## src/rtl/flatten_stream_if.sv

```systemverilog
// Bundle for the pixel input and the serialized feature output of flatten_stream.
// Handshake: a pixel moves on a rising clk edge where in_valid and in_ready are
// both 1; in_valid with in_ready low is ignored (the source holds or retries),
// in_ready never depends on in_valid, and the feature side is a push-only stream
// (feat_valid qualifies feat_data, no back-pressure).
interface flatten_stream_if #(
    parameter int CH_NUM    = 16,
    parameter int DATA_BITS = 8
);
    logic                          in_valid;
    logic                          in_ready;
    logic [CH_NUM*DATA_BITS-1:0]   in_data;
    logic                          feat_valid;
    logic signed [DATA_BITS-1:0]   feat_data;
    logic                          frame_done;

    // Source/sink side (testbench or upstream/downstream glue).
    modport master (
        output in_valid, in_data,
        input  in_ready, feat_valid, feat_data, frame_done
    );

    // The flatten block itself.
    modport slave (
        input  in_valid, in_data,
        output in_ready, feat_valid, feat_data, frame_done
    );
endinterface

```

## src/rtl/flatten_stream.sv

```systemverilog
// Flatten stage: buffers up to two packed pixels in ping-pong slots and
// serializes them one channel byte per cycle in HWC order, pulsing frame_done
// on the last byte of every PIX_NUM-pixel frame.
module flatten_stream #(
    parameter int PIX_NUM   = 196,
    parameter int CH_NUM    = 16,
    parameter int DATA_BITS = 8
) (
    input  logic             clk,
    input  logic             rst,
    flatten_stream_if.slave  bus,
    output logic             dbg_state
);
    localparam int CH_W  = (CH_NUM  > 1) ? $clog2(CH_NUM)  : 1;
    localparam int PIX_W = (PIX_NUM > 1) ? $clog2(PIX_NUM) : 1;

    // IDLE: no slot loaded. EMIT: streaming channel ch_q of the read slot.
    typedef enum logic {
        S_IDLE = 1'b0,
        S_EMIT = 1'b1
    } state_t;

    state_t                       state_q, state_d;
    logic [1:0]                   count_q, count_d;
    logic                         wr_ptr_q, rd_ptr_q;
    logic [CH_W-1:0]              ch_q, ch_d;
    logic [PIX_W-1:0]             pix_q, pix_d;
    logic [CH_NUM*DATA_BITS-1:0]  slot_q [2];

    logic                         accept;
    logic                         emit;
    logic                         last_ch;
    logic                         last_pix;
    logic                         free_slot;
    logic signed [DATA_BITS-1:0]  byte_sel;

    logic                         feat_valid_q;
    logic signed [DATA_BITS-1:0]  feat_data_q;
    logic                         frame_done_q;

    // Ready comes only from the registered occupancy (and reset), never from in_valid.
    assign bus.in_ready = (count_q != 2'd2) && !rst;
    assign accept       = bus.in_valid && bus.in_ready;

    assign emit      = (state_q == S_EMIT);
    assign last_ch   = (ch_q == CH_W'(CH_NUM - 1));
    assign last_pix  = (pix_q == PIX_W'(PIX_NUM - 1));
    assign free_slot = emit && last_ch;

    assign bus.feat_valid = feat_valid_q;
    assign bus.feat_data  = feat_data_q;
    assign bus.frame_done = frame_done_q;
    assign dbg_state      = state_q;

    // Channel multiplexer: pick byte ch_q of the slot being read.
    always_comb begin
        byte_sel = '0;
        for (int c = 0; c < CH_NUM; c++) begin
            if (ch_q == CH_W'(c)) begin
                byte_sel = slot_q[rd_ptr_q][c*DATA_BITS +: DATA_BITS];
            end
        end
    end

    // Next-state: channel/pixel counters, occupancy and serializer state.
    always_comb begin
        state_d = state_q;
        count_d = count_q + {1'b0, accept} - {1'b0, free_slot};
        ch_d    = ch_q;
        pix_d   = pix_q;

        if (emit) begin
            if (last_ch) begin
                ch_d  = '0;
                pix_d = last_pix ? '0 : pix_q + 1'b1;
            end else begin
                ch_d = ch_q + 1'b1;
            end
        end

        // A slot freed while the other one is full rolls straight into it.
        case (state_q)
            S_IDLE:  if (count_d != 2'd0) state_d = S_EMIT;
            S_EMIT:  if (count_d == 2'd0) state_d = S_IDLE;
            default: state_d = S_IDLE;
        endcase
    end

    // Control registers and registered feature outputs.
    always_ff @(posedge clk) begin
        if (rst) begin
            state_q      <= S_IDLE;
            count_q      <= 2'd0;
            wr_ptr_q     <= 1'b0;
            rd_ptr_q     <= 1'b0;
            ch_q         <= '0;
            pix_q        <= '0;
            feat_valid_q <= 1'b0;
            feat_data_q  <= '0;
            frame_done_q <= 1'b0;
        end else begin
            state_q      <= state_d;
            count_q      <= count_d;
            ch_q         <= ch_d;
            pix_q        <= pix_d;
            if (accept)    wr_ptr_q <= !wr_ptr_q;
            if (free_slot) rd_ptr_q <= !rd_ptr_q;
            feat_valid_q <= emit;
            feat_data_q  <= emit ? byte_sel : '0;
            frame_done_q <= free_slot && last_pix;
        end
    end

    // Pixel storage; only ever written into the slot not being read.
    always_ff @(posedge clk) begin
        if (accept) begin
            slot_q[wr_ptr_q] <= bus.in_data;
        end
    end
endmodule
```

## src/flat_wrapper.sv

```systemverilog
// flat-port wrapper written by rule: the top's interface ports become plain ports
module flatten_stream_flat 
#(
    parameter int PIX_NUM   = 196,
    parameter int CH_NUM    = 16,
    parameter int DATA_BITS = 8
)
  (clk, rst, dbg_state, bus_in_valid, bus_in_data, bus_in_ready, bus_feat_valid, bus_feat_data, bus_frame_done);
  flatten_stream_if #(.CH_NUM(CH_NUM), .DATA_BITS(DATA_BITS)) bus_i ();
  input  logic clk;
  input  logic rst;
  output logic dbg_state;
  input wire logic [$bits(bus_i.in_valid)-1:0] bus_in_valid;
  input wire logic [$bits(bus_i.in_data)-1:0] bus_in_data;
  output wire logic [$bits(bus_i.in_ready)-1:0] bus_in_ready;
  output wire logic [$bits(bus_i.feat_valid)-1:0] bus_feat_valid;
  output wire logic [$bits(bus_i.feat_data)-1:0] bus_feat_data;
  output wire logic [$bits(bus_i.frame_done)-1:0] bus_frame_done;
  assign bus_i.in_valid = bus_in_valid;
  assign bus_i.in_data = bus_in_data;
  assign bus_in_ready = bus_i.in_ready;
  assign bus_feat_valid = bus_i.feat_valid;
  assign bus_feat_data = bus_i.feat_data;
  assign bus_frame_done = bus_i.frame_done;
  flatten_stream #(.PIX_NUM(PIX_NUM), .CH_NUM(CH_NUM), .DATA_BITS(DATA_BITS)) u_core (.clk(clk), .rst(rst), .bus(bus_i), .dbg_state(dbg_state));
endmodule
```

## config.mk

```make
export PLATFORM = sky130hd
export DESIGN_NAME = flatten_stream_flat
export DESIGN_NICKNAME = d
export VERILOG_FILES = /design/src/rtl/flatten_stream_if.sv /design/src/rtl/flatten_stream.sv /design/src/flat_wrapper.sv
export SDC_FILE = /design/constraint.sdc
export NUM_CORES = 1
export LEC_CHECK = 0
export ABC_AREA = 1
export ABC_CLOCK_PERIOD_IN_PS = 16400
export CAP_MARGIN = 30
export CELL_PAD_IN_SITES_DETAIL_PLACEMENT = 1
export CELL_PAD_IN_SITES_GLOBAL_PLACEMENT = 1
export CORE_ASPECT_RATIO = 0.8
export CORE_MARGIN = 5
export CORE_UTILIZATION = 54
export CTS_BUF_LIST = sky130_fd_sc_hd__clkbuf_8 sky130_fd_sc_hd__clkbuf_16
export DETAILED_ROUTE_END_ITERATION = 16
export DONT_BUFFER_PORTS = 1
export PLACE_DENSITY_LB_ADDON = 0.3
export SLEW_MARGIN = 20
export SYNTH_ARGS = -nofsm -noshare
export SYNTH_HDL_FRONTEND = slang
export SYNTH_SLANG_ARGS = --single-unit
```

## constraint.sdc

```tcl
create_clock -name clk -period 16.4 [get_ports clk]
set_input_delay 3.28 -clock clk [delete_from_list [all_inputs] [get_ports clk]]
set_output_delay 3.28 -clock clk [all_outputs]
set_load 0.03 [all_outputs]
```

==> impl_metrics.toml <==
[timing]
rsz0062_at_grt = "false"
slew_headroom = 0.439
fmax_mhz = 141
period_needed_ns = 7.10
slew_violations = 0
worstMarginPinSlew_ns = 0.841
tns_ns = 0
hold_viol = 0
worst_slack_ns = 9.30
holdWs_ns = 0.492
period_share = 0.433
setup_viol = 0
clock_skew_ns = 0.00969

[worst_setup_path]
cp.arrival_ns = 3.82
cp.buffers_inverters = 0
cp_slowest_stage_delay_ns = 0.54
crit_family = "compound AO/OA/AOI/OAI gates"
crit_fanout = 9
path_cells = "a21oi_1"
crit_required_ns = 13.12
start_kind = "input pin"
slowest_stage = "a21oi_1"
crit_type = "input pin to output pin"
end_kind = "output pin"

[power]
switching_share = 0.225
power.internal_mw = 1.17
p_sw_mw = 0.340
pwr-share-comb = 0.060
leakage_nw = 4.80
clkPwrFrac = 0.394
ir_drop_uv = 86.1
seq_power_share = 0.546
power_density_mw_per_mm2 = 120

[synthesis]
syn_area_mm2 = 0.0115
synth_nets = 1174
seq_area_frac_synth = 0.716
ys_ff_latch = 284
synth_area_leaders = "edfxtp_1 67%, nand2_1 15%, dfxtp_1 4.9%, a21oi_1 2.9%, a31oi_1 2.2%"
synth_top_area_frac = 0.667
syn_inst = 1036
ys_warn_count = 0
synth_cell_type_count = 23
yosysTopAreaCell = "edfxtp_1"
synth_area_per_cell_um2 = 11.1

[floorplanning]
die_h_um = 141
design.core.area_mm2 = 0.0208
fp.dieW_um = 173
io_pins = 143
start_util = 0.553
rows = 47
dieArea_mm2 = 0.0244

[status]
status = "completed"

[finish]
syn_to_final_growth_pct = 9.62
drive_gt1_frac = 0.0631
design_area_mm2 = 0.0126
insertedDiodeCount = 0
nets = 1178

[grt]
grt_pass1_vias = 7753
grt_remaining_overflow = 0
grt_antenna_before_repair = 1
grt_max_degree = 76
grt_usage = 0.222
grt_pass1_wl_um = 42600

[drt]
vias = 7449
vias_per_cell = 5.60
first_iter_violations = 523
firstDrtPassIters = 4
drc = 0
ant_nets = 0
post_drt_wl_per_cell_um = 20.6
wirelength_um = 27400

[placed_design]
io_buffers = 0
placed_cell_area_mm2 = 0.0117
place_congestion = 0.777
dp_hpwl_um = 17900
pre_cts_slack_ns = 9.29

[clock_tree]
root_buffer = "clkbuf_16"
cts_hold_buffers = 0
htree_levels = 1
clock_path_buffers = 3
cts_sinks = 284
cts_made_buffers = 28
cts_resized = 0
cts_tree = "yes"
clk_latency_ns = 0.53
postCtsSetupRepairBufs = 0
cts.clk_slew.worst_paths_ns = 0.06

[min_path]
hold_path.class = "register to register"

[flow_run]
max-cap-violations = 0
==> synth_stat cells <==
| cell | n |
|---|---|
| nand3_1 | 26 |
| nor2_4 | 1 |
| inv_1 | 23 |
| o21a_1 | 4 |
| nand2_1 | 474 |
| edfxtp_1 | 256 |
| clkinv_1 | 1 |
| nor2_1 | 42 |
| buf_4 | 14 |
| nand4_1 | 3 |
| buf_2 | 18 |
| dfxtp_1 | 28 |
| buf_6 | 3 |
| nor3_1 | 2 |
| a21oi_1 | 67 |
| inv_2 | 3 |
| nand2_2 | 1 |
| a31oi_1 | 41 |
| ha_1 | 7 |
| xnor2_1 | 3 |
| clkbuf_1 | 7 |
| o21ai_0 | 8 |
| nor2_2 | 4 |
==> path summary, 6_finish.rpt <==
kind / startpoint / end / slack (ns) / cells past startpoint
worst max register to register: u_core.count_q[1] / u_core.slot_q[0][0] / 13.08 / 6
worst min-delay path: u_core.pix_q[7] / u_core.pix_q[7] / 0.49 / 1
worst min register to register: u_core.pix_q[7] / u_core.pix_q[7] / 0.49 / 1
worst max-delay path: rst / bus_in_ready / 9.30 / 1
==> per-layer routing <==
layer,GRT usage,vias up,wire length [µm]
li1,-,3541,-
met1,0.295,3668,11500
met2,0.367,192,13200
met3,0.0664,46,2170
met4,0.0491,2,555
met5,0,-,20
==> kinds of logic (layout without fill, tap and decap cells) <==
group / Yosys count / after routing / synth area share
simple gates: 553 / 553 / 0.186
fa+ha+maj: 7 / 7 / 0.00760
flops: 284 / 284 / 0.716
buf+inv: 69 / 95 / 0.0310
xor+xnor: 3 / 3 / 0.00228
compound gates: 120 / 120 / 0.0575
==> power by group through the flow <==
| stage | combinational [mW] | sequential (mW) | clock, mW |
|---|---|---|---|
| global placement | 0.0865 | 0.841 | 0 |
| CTS | 0.0901 | 0.827 | 0.605 |
| global route | 0.103 | 0.828 | 0.642 |
| detailed placement | 0.0888 | 0.843 | 0 |
| floorplan | 0.0560 | 0.845 | 0 |
| finish | 0.0905 | 0.827 | 0.597 |
==> layout make-up <==
cell class	instances	area, µm²
multi-input combinational	683	2930
timing repair buffer	16	153
fill	2166	8190
clock inverter	23	126
clock buffer	29	726
inverter	27	103
sequential	284	8250
tap	269	337
==> sequential cells by signal, indices dropped and copies added (netlist names), named ones only <==
name / cells
u_core.dbg_state: 1
u_core.slot_q: 256
u_core.bus.feat_valid: 1
u_core.pix_q: 8
u_core.wr_ptr_q: 1
u_core.rd_ptr_q: 1
u_core.bus.frame_done: 1
u_core.ch_q: 4
u_core.bus.feat_data: 8
u_core.count_q: 2
==> layout by cell type (no fill, tap or decap), types with 4 or more instances in the layout <==
cell type / count
clkbuf_16: 29
dfxtp_1: 27
nand3_1: 26
nor2_2: 5
clkinv_1: 8
edfxtp_1: 256
nor2_1: 39
a21oi_1: 67
buf_4: 14
o21a_1: 4
clkinv_2: 8
o21ai_0: 8
nand2_1: 474
inv_1: 30
a31oi_1: 41
ha_1: 7
==> stage by stage <==
step                utilization  power [mW]  std cells
global route              0.607        1.57       1331
global placement          0.561       0.928       1272
CTS                       0.604        1.52       1329
floorplan                     -       0.900       1036
detailed placement        0.563       0.932       1277
finish                    0.607        1.51       1331
(Power assumes the default switching activity.)
